===== config.mk =====
export PLATFORM = sky130hd
export DESIGN_NAME = sum_bcd_7seg_seq
export DESIGN_NICKNAME = d
export VERILOG_FILES = /design/src/rtl/sum_bcd_pkg.sv /design/src/rtl/seg7_dec.sv /design/src/rtl/sum_bcd_7seg_seq.sv
export SDC_FILE = /design/constraint.sdc
export NUM_CORES = 1
export LEC_CHECK = 0
export BUFFER_PORTS_ARGS = -buffer_cell sky130_fd_sc_hd__buf_4
export CAP_MARGIN = 20
export CORE_MARGIN = 1.5
export CORE_UTILIZATION = 55
export CTS_CLUSTER_DIAMETER = 30
export DETAILED_ROUTE_END_ITERATION = 10
export MAX_ROUTING_LAYER = met4
export PLACE_DENSITY = 0.8
export SLEW_MARGIN = 15
export SYNTH_ARGS = -nofsm -noshare
export SYNTH_HDL_FRONTEND = slang
export SYNTH_HIERARCHICAL = 1
export SYNTH_SLANG_ARGS = --single-unit

===== constraint.sdc =====
create_clock -name CLK -period 2.75 [get_ports CLK]
set_input_delay 0.55 -clock CLK [delete_from_list [all_inputs] [get_ports CLK]]
set_output_delay 0.55 -clock CLK [all_outputs]
set_load 0.05 [all_outputs]

===== src/rtl/sum_bcd_pkg.sv =====
// -----------------------------------------------------------------------------
// sum_bcd_pkg
// Shared types and constants for the sequential sum-to-BCD / 7-segment block.
//   state_e    : converter FSM states (IDLE, SHIFT)
//   SEG_DIGIT  : active-low {g..a} segment patterns for digits 0..9
//   SEG_BLANK  : all segments off
//   dd_step    : one double-dabble iteration (add-3 adjust, then shift left 1)
// -----------------------------------------------------------------------------
package sum_bcd_pkg;

  typedef enum logic {
    IDLE  = 1'b0,
    SHIFT = 1'b1
  } state_e;

  localparam logic [6:0] SEG_BLANK = 7'b1111111;

  localparam logic [6:0] SEG_DIGIT [0:9] = '{
    7'b1000000,  // 0
    7'b1111001,  // 1
    7'b0100100,  // 2
    7'b0110000,  // 3
    7'b0011001,  // 4
    7'b0010010,  // 5
    7'b0000010,  // 6
    7'b1111000,  // 7
    7'b0000000,  // 8
    7'b0010000   // 9
  };

  // Add 3 to a BCD nibble that is 5 or more so the following doubling
  // carries correctly into the next decimal digit. Inputs here never exceed 9,
  // so the result always fits in four bits.
  function automatic logic [3:0] add3_ge5(input logic [3:0] n);
    return (n >= 4'd5) ? n + 4'd3 : n;
  endfunction

  // One iteration: adjust both scratch nibbles, then shift the scratch left by
  // one with the next binary bit entering at the LSB. The top bit shifted out
  // is always zero for inputs up to 63.
  function automatic logic [7:0] dd_step(input logic [7:0] scr, input logic bit_in);
    logic [7:0] adj;
    adj = {add3_ge5(scr[7:4]), add3_ge5(scr[3:0])};
    return (adj << 1) | 8'(bit_in);
  endfunction

endpackage


===== src/rtl/seg7_dec.sv =====
// -----------------------------------------------------------------------------
// seg7_dec
// Combinational BCD digit to active-low 7-segment pattern, bit order {g..a}.
// Codes above 9 cannot occur in normal operation and show a blank display.
//   digit : in  4  BCD digit
//   seg   : out 7  active-low segment pattern
// -----------------------------------------------------------------------------
module seg7_dec
  import sum_bcd_pkg::*;
(
  input  logic [3:0] digit,
  output logic [6:0] seg
);

  always_comb begin
    seg = SEG_BLANK;
    if (digit <= 4'd9) begin
      seg = SEG_DIGIT[digit];
    end
  end

endmodule


===== src/rtl/sum_bcd_7seg_seq.sv =====
// -----------------------------------------------------------------------------
// sum_bcd_7seg_seq
// Sequential binary-to-BCD converter (double dabble, one bit per clock) with
// registered 7-segment outputs for the tens and ones displays of the adder sum.
//
// Build option: define LEADING_ZERO_BLANK_EN to blank OUT10 whenever the tens
// digit is zero (also at reset). BCD is unaffected by this option.
//
// Ports
//   CLK    in   1      rising-edge clock
//   RST_N  in   1      asynchronous active-low reset
//   START  in   1      request conversion of BIN; only sampled in IDLE
//   BIN    in   BIN_W  binary value to convert, sampled with START
//   BUSY   out  1      conversion in progress
//   DONE   out  1      one-cycle pulse when BCD/OUT10/OUT1 are updated
//   BCD    out  8      {tens,ones} BCD result
//   OUT10  out  7      tens digit, active-low {g..a}
//   OUT1   out  7      ones digit, active-low {g..a}
// BIN_W must be 1..6 so the result fits in two BCD digits.
// -----------------------------------------------------------------------------
module sum_bcd_7seg_seq
  import sum_bcd_pkg::*;
#(
  parameter int BIN_W = 5
) (
  input  logic             CLK,
  input  logic             RST_N,
  input  logic             START,
  input  logic [BIN_W-1:0] BIN,
  output logic             BUSY,
  output logic             DONE,
  output logic [7:0]       BCD,
  output logic [6:0]       OUT10,
  output logic [6:0]       OUT1
);

`ifdef LEADING_ZERO_BLANK_EN
  localparam logic [6:0] OUT10_RST = SEG_BLANK;
`else
  localparam logic [6:0] OUT10_RST = SEG_DIGIT[0];
`endif

  state_e           state_q, state_d;
  logic [BIN_W-1:0] bin_q,   bin_d;
  logic [7:0]       scr_q,   scr_d;
  logic [2:0]       cnt_q,   cnt_d;
  logic             busy_q,  busy_d;
  logic             done_q,  done_d;
  logic [7:0]       bcd_q,   bcd_d;
  logic [6:0]       out10_q, out10_d;
  logic [6:0]       out1_q,  out1_d;

  // Scratch value after this cycle's iteration; on the final iteration it is
  // the finished BCD result, so the decoders look at it directly and their
  // patterns are captured on the same edge as BCD.
  logic [7:0] scr_shift;
  logic [6:0] seg_tens, seg_ones;

  assign scr_shift = dd_step(scr_q, bin_q[BIN_W-1]);

  seg7_dec u_seg_tens (.digit(scr_shift[7:4]), .seg(seg_tens));
  seg7_dec u_seg_ones (.digit(scr_shift[3:0]), .seg(seg_ones));

  always_comb begin
    // NOTE: every signal driven here gets a default first so no path leaves
    // it unassigned, which would otherwise infer a latch.
    state_d = state_q;
    bin_d   = bin_q;
    scr_d   = scr_q;
    cnt_d   = cnt_q;
    busy_d  = busy_q;
    done_d  = 1'b0;
    bcd_d   = bcd_q;
    out10_d = out10_q;
    out1_d  = out1_q;

    unique case (state_q)
      IDLE: begin
        if (START) begin
          bin_d   = BIN;
          scr_d   = 8'h00;
          cnt_d   = 3'(BIN_W);
          busy_d  = 1'b1;
          state_d = SHIFT;
        end
      end
      SHIFT: begin
        bin_d = bin_q << 1;
        scr_d = scr_shift;
        if (cnt_q == 3'd1) begin
          state_d = IDLE;
          busy_d  = 1'b0;
          done_d  = 1'b1;
          bcd_d   = scr_shift;
          out1_d  = seg_ones;
`ifdef LEADING_ZERO_BLANK_EN
          out10_d = (scr_shift[7:4] == 4'd0) ? SEG_BLANK : seg_tens;
`else
          out10_d = seg_tens;
`endif
        end else begin
          cnt_d = cnt_q - 3'd1;
        end
      end
      default: state_d = IDLE;
    endcase
  end

  // NOTE: state registers use non-blocking assignments so every flop samples
  // the pre-edge values, independent of statement order.
  always_ff @(posedge CLK or negedge RST_N) begin
    if (!RST_N) begin
      state_q <= IDLE;
      bin_q   <= '0;
      scr_q   <= 8'h00;
      cnt_q   <= 3'd0;
      busy_q  <= 1'b0;
      done_q  <= 1'b0;
      bcd_q   <= 8'h00;
      out10_q <= OUT10_RST;
      out1_q  <= SEG_DIGIT[0];
    end else begin
      state_q <= state_d;
      bin_q   <= bin_d;
      scr_q   <= scr_d;
      cnt_q   <= cnt_d;
      busy_q  <= busy_d;
      done_q  <= done_d;
      bcd_q   <= bcd_d;
      out10_q <= out10_d;
      out1_q  <= out1_d;
    end
  end

  assign BUSY  = busy_q;
  assign DONE  = done_q;
  assign BCD   = bcd_q;
  assign OUT10 = out10_q;
  assign OUT1  = out1_q;

endmodule

Word-level counts from Yosys, hierarchy flattened
Memories as Yosys holds them, arrays and structs flattened.
Index checks and enable logic that the tools add are counted.

cells by class
  magnitude comparators = 6
  reductions and logical operators = 3
  equal/unequal tests = 4
  bitwise operators = 4
  multiplexer cells = 23
  add/subtract/negate cells = 3

operators with widths
  operator             count
  $mux 7               6
  $pmux 8 s2           1
  $ge 5x5->1 const B   2
  $not 4->5            2
  $pmux 5 s2           1
  $mux 3               3
  $ge 4x3->1 const B   2
  $le 4x4->1 const B   2
  $mux 8               1
  $or 8x1->8           1
  $mux 1               6
  $pmux 3 s2           1
  $reduce_and 2->1     3
  $mux 5               1
  $add 4x2->4 const B  1
  $mux 4               1
  $ne 2x2->1 const B   2
  $pmux 1 s2           2
  $add 3x2->3 const B  1
  $eq 3x1->1 const B   1
  $sub 3x1->3 const B  1
  $ne 2x1->1 const B   1
  $not 1->1            1

word-level totals
  ROM bits = 224
  register bits after elaboration = 41
  output and inout port bits = 24
  input bits = 8
  memories kept = 2
  logic and storage cells = 54

memory list
  name              depth  bits a word  rd ports  clocked after memory_dff  write ports  line            source
  (name not given)  16     7            1         0                         0            seg7_dec.sv:18  seg = SEG_DIGIT[digit];
  (name not given)  16     7            1         0                         0            seg7_dec.sv:18

Depth between registers and ports, before layout
Gate-level depths: netlist of run 1.

  depth after elaboration = 8
  gate-level depth with buffers = 12
  depth with buffers taken out = 12

By module
Netlist of run 1, hierarchy kept.

by module, submodules not included
  module            cells each  instances  area an instance (um^2)
  sum_bcd_7seg_seq  152         1          1826.8
  seg7_dec          30          2          206.4

Worst setup path after synthesis of run 1
No wires, ideal clock.

  kind = register to register
  start point = register scr_q[4]
  end point = register out10_q[3] (netlist: OUT10[3])
  path buffers = 0
  arrival time = 2.045 ns
  setup slack = 0.577 ns
  data required time = 2.622 ns
  cell stages (with the launch flop) = 11
  library setup time = 0.128 ns
  cells stage by stage = dfrtp_1 ha_1 nand2b_1 a21oi_1 xnor2_1 inv_1 ha_1 o21bai_1 a22oi_2 o21ai_1 mux2_1

on the way
  cells in the longest elaborated chain, start to end = 8

ends and longest elaborated chain
  what                                       line                     source
  from (decl)                                sum_bcd_7seg_seq.sv:45   logic [7:0] scr_q, scr_d;
  from (signal assigned)                     sum_bcd_7seg_seq.sv:125  scr_q <= scr_d;
  $ge 4x3->1 or $add 3x2->3 (tied branches)  sum_bcd_pkg.sv:35        return (n >= 4'd5) ? n + 4'd3 : n;
  $mux 3 (*)                                 sum_bcd_pkg.sv:35
  $or 8x1->8 (*)                             sum_bcd_pkg.sv:44        return (adj << 1) | 8'(bit_in);
  named net scr_shift[5]                     sum_bcd_7seg_seq.sv:56   logic [7:0] scr_shift;
  $not 4->5 (not written as such)            seg7_dec.sv:18
  $mem_v2 16x7                               --
  $mux 7 (not written as such) (2 in a row)  seg7_dec.sv:18
  $mux 7 (*)                                 seg7_dec.sv:17           if (digit <= 4'd9) begin
  named net seg_tens[3]                      sum_bcd_7seg_seq.sv:57   logic [6:0] seg_tens, seg_ones;
  to (signal assigned)                       sum_bcd_7seg_seq.sv:130  out10_q <= out10_d;
  to (decl)                                  sum_bcd_7seg_seq.sv:50   logic [6:0] out10_q, out10_d;

Mark *: on every way through the listed nets, which the timed path passes. The rest lies on a longest branch. The select of a mux whose other input is x is not followed.
A chain may end at the register's enable or synchronous reset.

Final worst setup path of run 1
  start point = register scr_q[4]
  end point = register out10_q[2] (netlist: OUT10[2])

Same word-level chain as after synthesis.

==> results of run 1 <==
## state kept, by name (all words and copies together) (netlist names)
| register | count |
|---|---|
| BCD | 8 |
| scr_q | 8 |
| OUT10 | 7 |
| OUT1 | 7 |
| bin_q | 5 |
| cnt_q | 3 |
| BUSY | 1 |
| DONE | 1 |
| state_q | 1 |
## cell families (layout without fill, tap and decap cells)
logic type / Yosys count / after routing / share of synthesized area, %
muxes: 31 / 31 / 15.0
and+or+nand+nor: 52 / 52 / 11.1
AOI/OAI and AO/OA: 43 / 43 / 12.2
xor gates and xnor gates: 3 / 3 / 1.17
adders and majority gates: 16 / 16 / 8.94
buffers and inverters: 26 / 57 / 5.59
DFF: 41 / 41 / 45.9
## through the flow
step	std cells	hold WS, ns	utilization [%]	area, um^2
2_1_floorplan	212	0.254	-	2240
3_3_place_gp	286	0.469	63.2	2490
3_5_place_dp	286	0.483	63.2	2490
4_1_cts	293	0.247	65.4	2580
5_1_grt	293	0.272	65.4	2580
6_report	293	0.232	65.4	2580
## worst paths after layout
kind,startpoint,to,slack [ns],cells past startpoint
max,scr_q[4]$_DFFE_PN0P_,OUT10[2]$_DFFE_PN0P_,0.29,10
min,RST_N,scr_q[3]$_DFFE_PN0P_,0.23,1
max reg2reg,scr_q[4]$_DFFE_PN0P_,OUT10[2]$_DFFE_PN0P_,0.29,10
min reg2reg,BUSY$_DFFE_PN0P_,BUSY$_DFFE_PN0P_,0.49,2
max in group asynchronous,RST_N,OUT1[6]$_DFFE_PN1P_,2.16,1
min in group CLK,BUSY$_DFFE_PN0P_,BUSY$_DFFE_PN0P_,0.49,2
## layer usage
metal,up-vias,global-route usage (%),share of wire (%)
li1,779,-,-
met2,35,30.5,46
met5,-,-,0
met1,717,25.2,49
met3,8,5.07,3.8
met4,0,7.65,1.7
## area by class of cell
| class | instances | area [um^2] |
|---|---|---|
| Clock buffer | 7 | 86.3 |
| Tap cell | 50 | 62.6 |
| Multi-Input combinational cell | 145 | 1090 |
| Inverter | 16 | 60.1 |
| Fill cell | 325 | 1360 |
| Sequential cell | 41 | 1030 |
| Timing Repair Buffer | 34 | 255 |
## cell usage after synthesis, drive strengths merged
library cell / count / area (um^2)
mux2: 21 / 236
nand2: 19 / 78.8
nand2b: 3 / 18.8
inv: 16 / 60.1
a2bb2oi: 2 / 17.5
nand3b: 1 / 7.51
o31ai: 1 / 7.51
nor3b: 5 / 37.5
dfrtp: 39 / 976
a21oi: 15 / 75.1
o21bai: 2 / 15.0
dfstp: 2 / 52.6
clkbuf: 2 / 7.51
xnor2: 3 / 26.3
nor3: 4 / 20.0
nor2: 17 / 63.8
buf: 8 / 57.6
or2b: 2 / 15.0
o22a: 2 / 17.5
and2b: 1 / 7.51
a22oi: 2 / 25.0
ha: 16 / 200
o221ai: 1 / 8.76
o21ai: 11 / 55.1
mux2i: 10 / 100
a21o: 7 / 52.6
## placed cells by master (no fill, tap or decap), drive strengths merged, types with 5 or more instances in the layout
cell / netlist / routed
inv: 16 / 16
a21oi: 15 / 15
mux2i: 10 / 10
o21ai: 11 / 11
nor3b: 5 / 5
nand2: 19 / 19
a21o: 7 / 7
clkbuf: 2 / 7
ha: 16 / 16
dfrtp: 39 / 39
mux2: 21 / 21
nor2: 17 / 17
buf: 8 / 34
==> flow_metrics.py, run 1 <==
metrics = {
    "cells_and_area": {
        "final_nets": 267,
        "diodes": 0,
        "drive_gt1_share_pct": 24.7,
        "syn2layout_area_growth_pct": 15.1,
    },
    "synthesis": {
        "synth.net_count": 236,
        "synthDistinctLibCells": 32,
        "avgSynthCellArea_um2": 10.6,
        "netlist_area_um2": 2240,
        "synthCells": 212,
        "synth_seq_cells": 41,
        "ys_warn_count": 6,
        "seq_area_frac_synth_pct": 45.9,
    },
    "timing": {
        "relSlewSlack_pct": 65.9,
        "hold_violations": 0,
        "min_period_over_period_pct": 89.5,
        "tns_ns": 0,
        "maxSlewViolCount": 0,
        "fmax_ghz": 0.406,
        "setup_violations": 0,
        "rsz0062_at_grt": "no",
        "period_minus_slack_ns": 2.46,
        "skew_ns": 0.00807,
        "tightest_slew_ns": 0.511,
        "setup_slack_ns": 0.290,
    },
    "critical_path": {
        "arrival_ns": 2.64,
        "slowest_stage": "dfrtp_1",
        "required_ns": 2.93,
        "path_cells": "ha_1 > nand2b_1 > a21oi_1 > xnor2_1 > inv_1 > ha_1 > nor2_1 > nor2_1 > a21oi_1 > mux2_1",
        "cp_num_buf_inv": 1,
        "crit_fanout": 5,
        "worstSetupPathType": "flip-flop to flip-flop",
        "cp-end-kind": "flip-flop",
        "worst_setup_path_start_kind": "flip-flop",
        "max_stage_delay_ns": 0.43,
        "crit_family": "adder cells",
    },
    "die": {
        "pin_count": 32,
        "die_h_um": 66.8,
        "start_util_pct": 56.8,
        "die_x_um": 66.8,
        "coreArea_um2": 3940,
        "die_area_um2": 4460,
        "num_rows": 23,
    },
    "cts": {
        "cts_sinks": 41,
        "cts_max_path_buffers": 2,
        "cts_buffers": 5,
        "cts.htree.levels": 2,
        "cts_hold_buffers": 0,
        "clk_pin_slew_worst_paths_ns": 0.08,
        "cts_setup_buffers": 0,
        "post_cts_resized": 0,
        "cts_tree": "yes",
        "cts_root_buffer": "clkbuf_8",
        "clk_latency_ns": 0.29,
    },
    "global_route": {
        "grt_start_max_net_pins": 42,
        "grt_pass1_vias": 1399,
        "grt_pass1_wl_mm": 6.32,
        "grt-ovfl-total": 0,
        "grt_antenna_before_repair": 0,
        "grt_usage_pct": 19.8,
    },
    "placed_design": {
        "globalplace.congestion": 0.804,
        "io_buffers": 31,
        "pre_cts_ws_ns": 0.308,
        "place_hpwl_mm": 2.80,
    },
    "drt": {
        "drtIter0Drc": 112,
        "via_per_inst": 5.25,
        "drc": 0,
        "first_pass_iters": 4,
        "route.vias.total": 1539,
        "wire_per_inst_um": 13.4,
        "totalWireLength_mm": 3.92,
        "drt.antenna.violating_nets": 0,
    },
    "worst_hold_path": {
        "hold_class": "input pin to asynchronous set/reset pin",
    },
    "status": {
        "status": "finished clean",
    },
    "run": {
        "cap_viol_max_count": 0,
    },
}
Power of run 1 is left out: the tool's default activity adds up to more than one toggle a clock period on the data nets, which glitch-free logic cannot reach.
==> run 2: changes to the inputs <==
--- a/config.mk
+++ b/config.mk
@@ -13,6 +13,7 @@
 export DETAILED_ROUTE_END_ITERATION = 10
 export MAX_ROUTING_LAYER = met4
 export PLACE_DENSITY = 0.8
+export SETUP_SLACK_MARGIN = 0.3
 export SLEW_MARGIN = 15
 export SYNTH_ARGS = -nofsm -noshare
 export SYNTH_HDL_FRONTEND = slang
==> flow_metrics.py, run 2 (synthesis gave the netlist of run 1 again) <==
metrics = {
    "status": {
        "status": "finished clean",
    },
    "cells_and_area": {
        "drive_gt1_share_pct": 31.3,
        "final_cells": 293,
        "syn2layout_area_growth_pct": 18.0,
        "diodes": 0,
        "register_area_um2": 1030,
        "fin_area_um2": 2640,
        "final_cell_mix": "dfrtp_1, buf_4, nand2_1, nor2_1, mux2_2",
        "final_nets": 267,
        "multiInputGateArea_um2": 1150,
        "nFillCells": 318,
        "final_common_cell": "dfrtp_1",
        "utilization_pct": 67.0,
    },
    "timing": {
        "min_period_over_period_pct": 84.3,
        "rsz0062_at_grt": "no",
        "skew_ns": 0.00852,
        "setup_violations": 0,
        "fmax_ghz": 0.431,
        "maxSlewViolCount": 0,
        "tightest_slew_ns": 0.510,
        "tns_ns": 0,
        "relSlewSlack_pct": 66.0,
        "period_minus_slack_ns": 2.32,
        "hold_violations": 0,
    },
    "drt": {
        "drc": 0,
        "route.vias.total": 1549,
        "wire_per_inst_um": 14.0,
        "routed-wl-met2_mm": 1.94,
        "drtIter0Drc": 135,
        "drt.antenna.violating_nets": 0,
        "drt-met1-wl_mm": 1.94,
        "detailroute.wirelength.met3_um": 143,
        "top_layer_used": "met4",
        "via_per_inst": 5.29,
        "first_pass_iters": 4,
        "totalWireLength_mm": 4.09,
    },
    "critical_path": {
        "worstSetupPathType": "flip-flop to flip-flop",
        "r2r_cells": 12,
        "cp-endpoint": "OUT10[3]$_DFFE_PN0P_",
        "cp-end-kind": "flip-flop",
        "reg2reg_to": "OUT10[3]$_DFFE_PN0P_",
        "worst_setup_path_start_kind": "flip-flop",
        "required_ns": 2.93,
        "timing.rr.start": "scr_q[0]$_DFFE_PN0P_",
        "rrSetupSlack_ns": 0.43,
        "crit_fanout": 4,
        "arrival_ns": 2.50,
        "worstSetupStartpoint": "scr_q[0]$_DFFE_PN0P_",
    },
    "cts": {
        "cts_sinks": 41,
        "clk_pin_slew_worst_paths_ns": 0.08,
        "cts_root_buffer": "clkbuf_8",
        "cts_setup_buffers": 0,
        "cts_tree": "yes",
        "cts_buffers": 5,
        "cts.htree.levels": 2,
        "clk_latency_ns": 0.29,
        "cts_max_path_buffers": 2,
    },
    "placed_design": {
        "globalplace.congestion": 0.804,
        "placed_area_um2": 2490,
        "place_hpwl_mm": 2.80,
        "io_buffers": 31,
        "post-place-cells": 286,
    },
    "global_route": {
        "grt_start_max_net_pins": 42,
        "grt_pass1_vias": 1402,
        "grt_antenna_before_repair": 0,
        "grt_usage_pct": 19.9,
        "grt_pass1_wl_mm": 6.35,
        "grt-ovfl-total": 0,
    },
    "die": {
        "num_rows": 23,
        "die_x_um": 66.8,
        "coreArea_um2": 3940,
        "die_area_um2": 4460,
        "die_h_um": 66.8,
        "pin_count": 32,
        "start_util_pct": 56.8,
    },
    "run": {
        "cap_viol_max_count": 0,
    },
    "worst_hold_path": {
        "hold_class": "input pin to asynchronous set/reset pin",
    },
}
-- run 2: changes by cell type in the layout (fill, tap and decap cells not counted), moves of 2 or more --
cell | previous run | this run
ha_2 | 0 | 3
ha_1 | 16 | 12
inv_2 | 1 | 4
nor2_2 | 0 | 2
xnor2_1 | 3 | 1
inv_1 | 15 | 12
a21oi_1 | 15 | 12
nor2_1 | 17 | 15
a21oi_2 | 0 | 2
xnor2_2 | 0 | 2
-- run 2: metrics by stage --
stage	setup slack, ns	hold slack [ns]
after floorplan	0.577	0.254
after global placement	0.400	0.469
after detailed placement	0.308	0.483
after CTS	0.339	0.247
after global routing	0.288	0.272
final	0.432	0.231
-- run 2: area by class of cell --
class	count	share of cell area, %
clock buffer	7	3.27
inverter	16	2.27
multi-input combinational	145	43.5
sequential	41	39.0
tap	50	2.37
timing repair buffer	34	9.66
-- run 2: worst min-delay path by stage --
stage                            to  slack [ns]  cells past startpoint
4_1_cts         OUT1[2]$_DFFE_PN0P_        0.25                      1
3_3_place_gp   bin_q[1]$_DFFE_PN0P_        0.47                      2
5_1_grt         OUT1[2]$_DFFE_PN0P_        0.27                      1
2_1_floorplan    BCD[0]$_DFFE_PN0P_        0.25                      0
6_report       scr_q[3]$_DFFE_PN0P_        0.23                      1
3_5_place_dp   bin_q[4]$_DFFE_PN0P_        0.48                      2
-- run 2: critical path, cell delays in order, from the launching register on --
cell	delay [ns]
dfrtp_2	0.45
inv_1	0.09
ha_2	0.19
nand2b_1	0.09
nor3b_1	0.16
a21oi_2	0.18
inv_2	0.10
inv_2	0.10
ha_2	0.21
o21bai_1	0.09
a22oi_2	0.21
o21ai_1	0.08
mux2_1	0.28
-- run 2: metal layers --
| layer | GRT usage (%) | vias to the layer above |
|---|---|---|
| li1 | - | 779 |
| met3 | 5.07 | 8 |
| met2 | 31.0 | 33 |
| met4 | 7.65 | 0 |
| met1 | 25.0 | 729 |
| met5 | - | - |
-- run 2: what timing repair did --
action | CTS | global route
endpoints found under the setup margin | 2 | 13
gates resized for setup | 2 | 16
pin swaps | 0 | 1
hold buffers | 0 | 0
Power of run 2 is left out for the same reason.
==> run 3: changes to the inputs <==
==> constraint.sdc (replaced) <==
create_clock -name CLK -period 2.2 [get_ports CLK]
set_input_delay 0.44 -clock CLK [delete_from_list [all_inputs] [get_ports CLK]]
set_output_delay 0.44 -clock CLK [all_outputs]
set_load 0.05 [all_outputs]
==> flow_metrics.py, run 3 (synthesis gave the netlist of run 1 again) <==
metrics = {
    "cells_and_area": {
        "multiInputGateArea_um2": 1370,
        "syn2layout_area_growth_pct": 37.5,
        "final_common_cell": "buf_4",
        "fin_area_um2": 3080,
        "nFillCells": 229,
        "final_nets": 295,
        "diodes": 0,
        "drive_gt1_share_pct": 50.0,
        "register_area_um2": 1030,
        "final_cell_mix": "buf_4, dfrtp_1, nand2_1, nor2_1, mux2_2",
        "final_cells": 322,
        "utilization_pct": 78.1,
    },
    "die": {
        "coreArea_um2": 3940,
        "die_h_um": 66.8,
        "num_rows": 23,
        "pin_count": 32,
        "die_area_um2": 4460,
        "start_util_pct": 56.8,
        "die_x_um": 66.8,
    },
    "global_route": {
        "grt_pass1_vias": 1643,
        "grt_antenna_before_repair": 0,
        "grt-ovfl-total": 0,
        "grt_start_max_net_pins": 42,
        "grt_usage_pct": 23.5,
        "grt_pass1_wl_mm": 7.47,
    },
    "timing": {
        "setup_slack_ns": -0.00705,
        "tightest_slew_ns": 0.519,
        "fmax_ghz": 0.453,
        "rsz0062_at_grt": "yes",
        "skew_ns": 0.00596,
        "period_minus_slack_ns": 2.21,
        "relSlewSlack_pct": 65.3,
        "min_period_over_period_pct": 100,
        "setup_violations": 3,
        "hold_violations": 0,
        "maxSlewViolCount": 0,
    },
    "placed_design": {
        "io_buffers": 31,
        "globalplace.congestion": 0.827,
        "place_hpwl_mm": 3.02,
        "post-place-cells": 295,
        "placed_area_um2": 2700,
        "pre_cts_ws_ns": -0.0293,
    },
    "drt": {
        "route.vias.total": 1825,
        "via_per_inst": 5.67,
        "first_pass_iters": 4,
        "wire_per_inst_um": 17.1,
        "drtIter0Drc": 113,
        "drc": 0,
        "totalWireLength_mm": 5.50,
        "drt.antenna.violating_nets": 0,
    },
    "status": {
        "violations": "setup timing",
        "status": "finished with violations",
    },
    "critical_path": {
        "worstSetupStartpoint": "scr_q[0]$_DFFE_PN0P_",
        "arrival_ns": 2.39,
        "cp-end-kind": "flip-flop",
        "worst_setup_path_start_kind": "flip-flop",
        "timing.rr.start": "scr_q[0]$_DFFE_PN0P_",
        "worstSetupPathType": "flip-flop to flip-flop",
        "crit_fanout": 4,
        "required_ns": 2.38,
    },
    "cts": {
        "cts.htree.levels": 2,
        "cts_sinks": 41,
        "clk_latency_ns": 0.30,
        "cts_root_buffer": "clkbuf_8",
        "cts_max_path_buffers": 2,
        "cts_buffers": 5,
        "cts_tree": "yes",
        "clk_pin_slew_worst_paths_ns": 0.09,
    },
    "run": {
        "cap_viol_max_count": 0,
    },
    "worst_hold_path": {
        "hold_class": "input pin to asynchronous set/reset pin",
    },
}
## run 3: cell count changes in the layout (fill, tap and decap cells not counted), moves of 4 or more
cell,change
mux2_1,-5
ha_4,+8
a21oi_1,-4
ha_1,-9
buf_4,+28
inv_1,-5
mux2_4,+6
## run 3: cell type report
cell class / count / area share, %
Clock buffer: 5 / 2.23
Clock inverter: 3 / 0.731
Inverter: 16 / 2.11
Multi-Input combinational cell: 145 / 44.4
Sequential cell: 41 / 33.4
Tap cell: 50 / 2.03
Timing Repair Buffer: 62 / 15.1
## run 3: critical path, cell delays in order (launching register included)
cell,delay (ns)
dfrtp_1,0.44
inv_2,0.12
ha_4,0.17
nand2b_4,0.06
nor3b_2,0.15
a21oi_2,0.15
inv_2,0.10
inv_4,0.08
ha_4,0.16
nor2_1,0.06
nor2_2,0.19
a21oi_1,0.10
mux2_1,0.30
## run 3: final timing paths
path                            depth (start not counted)                    to  slack (ns)
worst min-delay path                                    1   OUT1[2]$_DFFE_PN0P_         0.1
max in group asynchronous                               1  OUT10[6]$_DFFE_PN1P_        1.73
worst max-delay path                                   12  OUT10[2]$_DFFE_PN0P_      -0.007
worst max register to register                         12  OUT10[2]$_DFFE_PN0P_      -0.007
min in group CLK                                        3  bin_q[0]$_DFFE_PN0P_        0.39
worst min register to register                          2  bin_q[3]$_DFFE_PN0P_        0.50
## run 3: through the flow
stage | setup TNS [ns] | hold slack, ns
global route | -0.707 | 0.137
finish | -0.0130 | 0.0982
CTS | 0 | 0.127
floorplan | 0 | 0.144
global placement | 0 | 0.448
detailed placement | -0.0959 | 0.448
## run 3: layer usage
| layer | up-vias | GRT usage, % | share of wire (%) |
|---|---|---|---|
| met1 | 901 | 27.8 | 40 |
| met3 | 20 | 6.25 | 5.0 |
| li1 | 832 | - | - |
| met4 | 0 | 10.7 | 4.1 |
| met2 | 72 | 37.8 | 51 |
| met5 | - | - | 0 |
## run 3: repair_timing
action	CTS	global route
cloned	0	0
hold buffers	0	0
pin swaps	6	10
gates resized for setup	13	20
setup buffers	10	9
endpoints found under the setup margin	14	14
Power of run 3 is left out for the same reason.
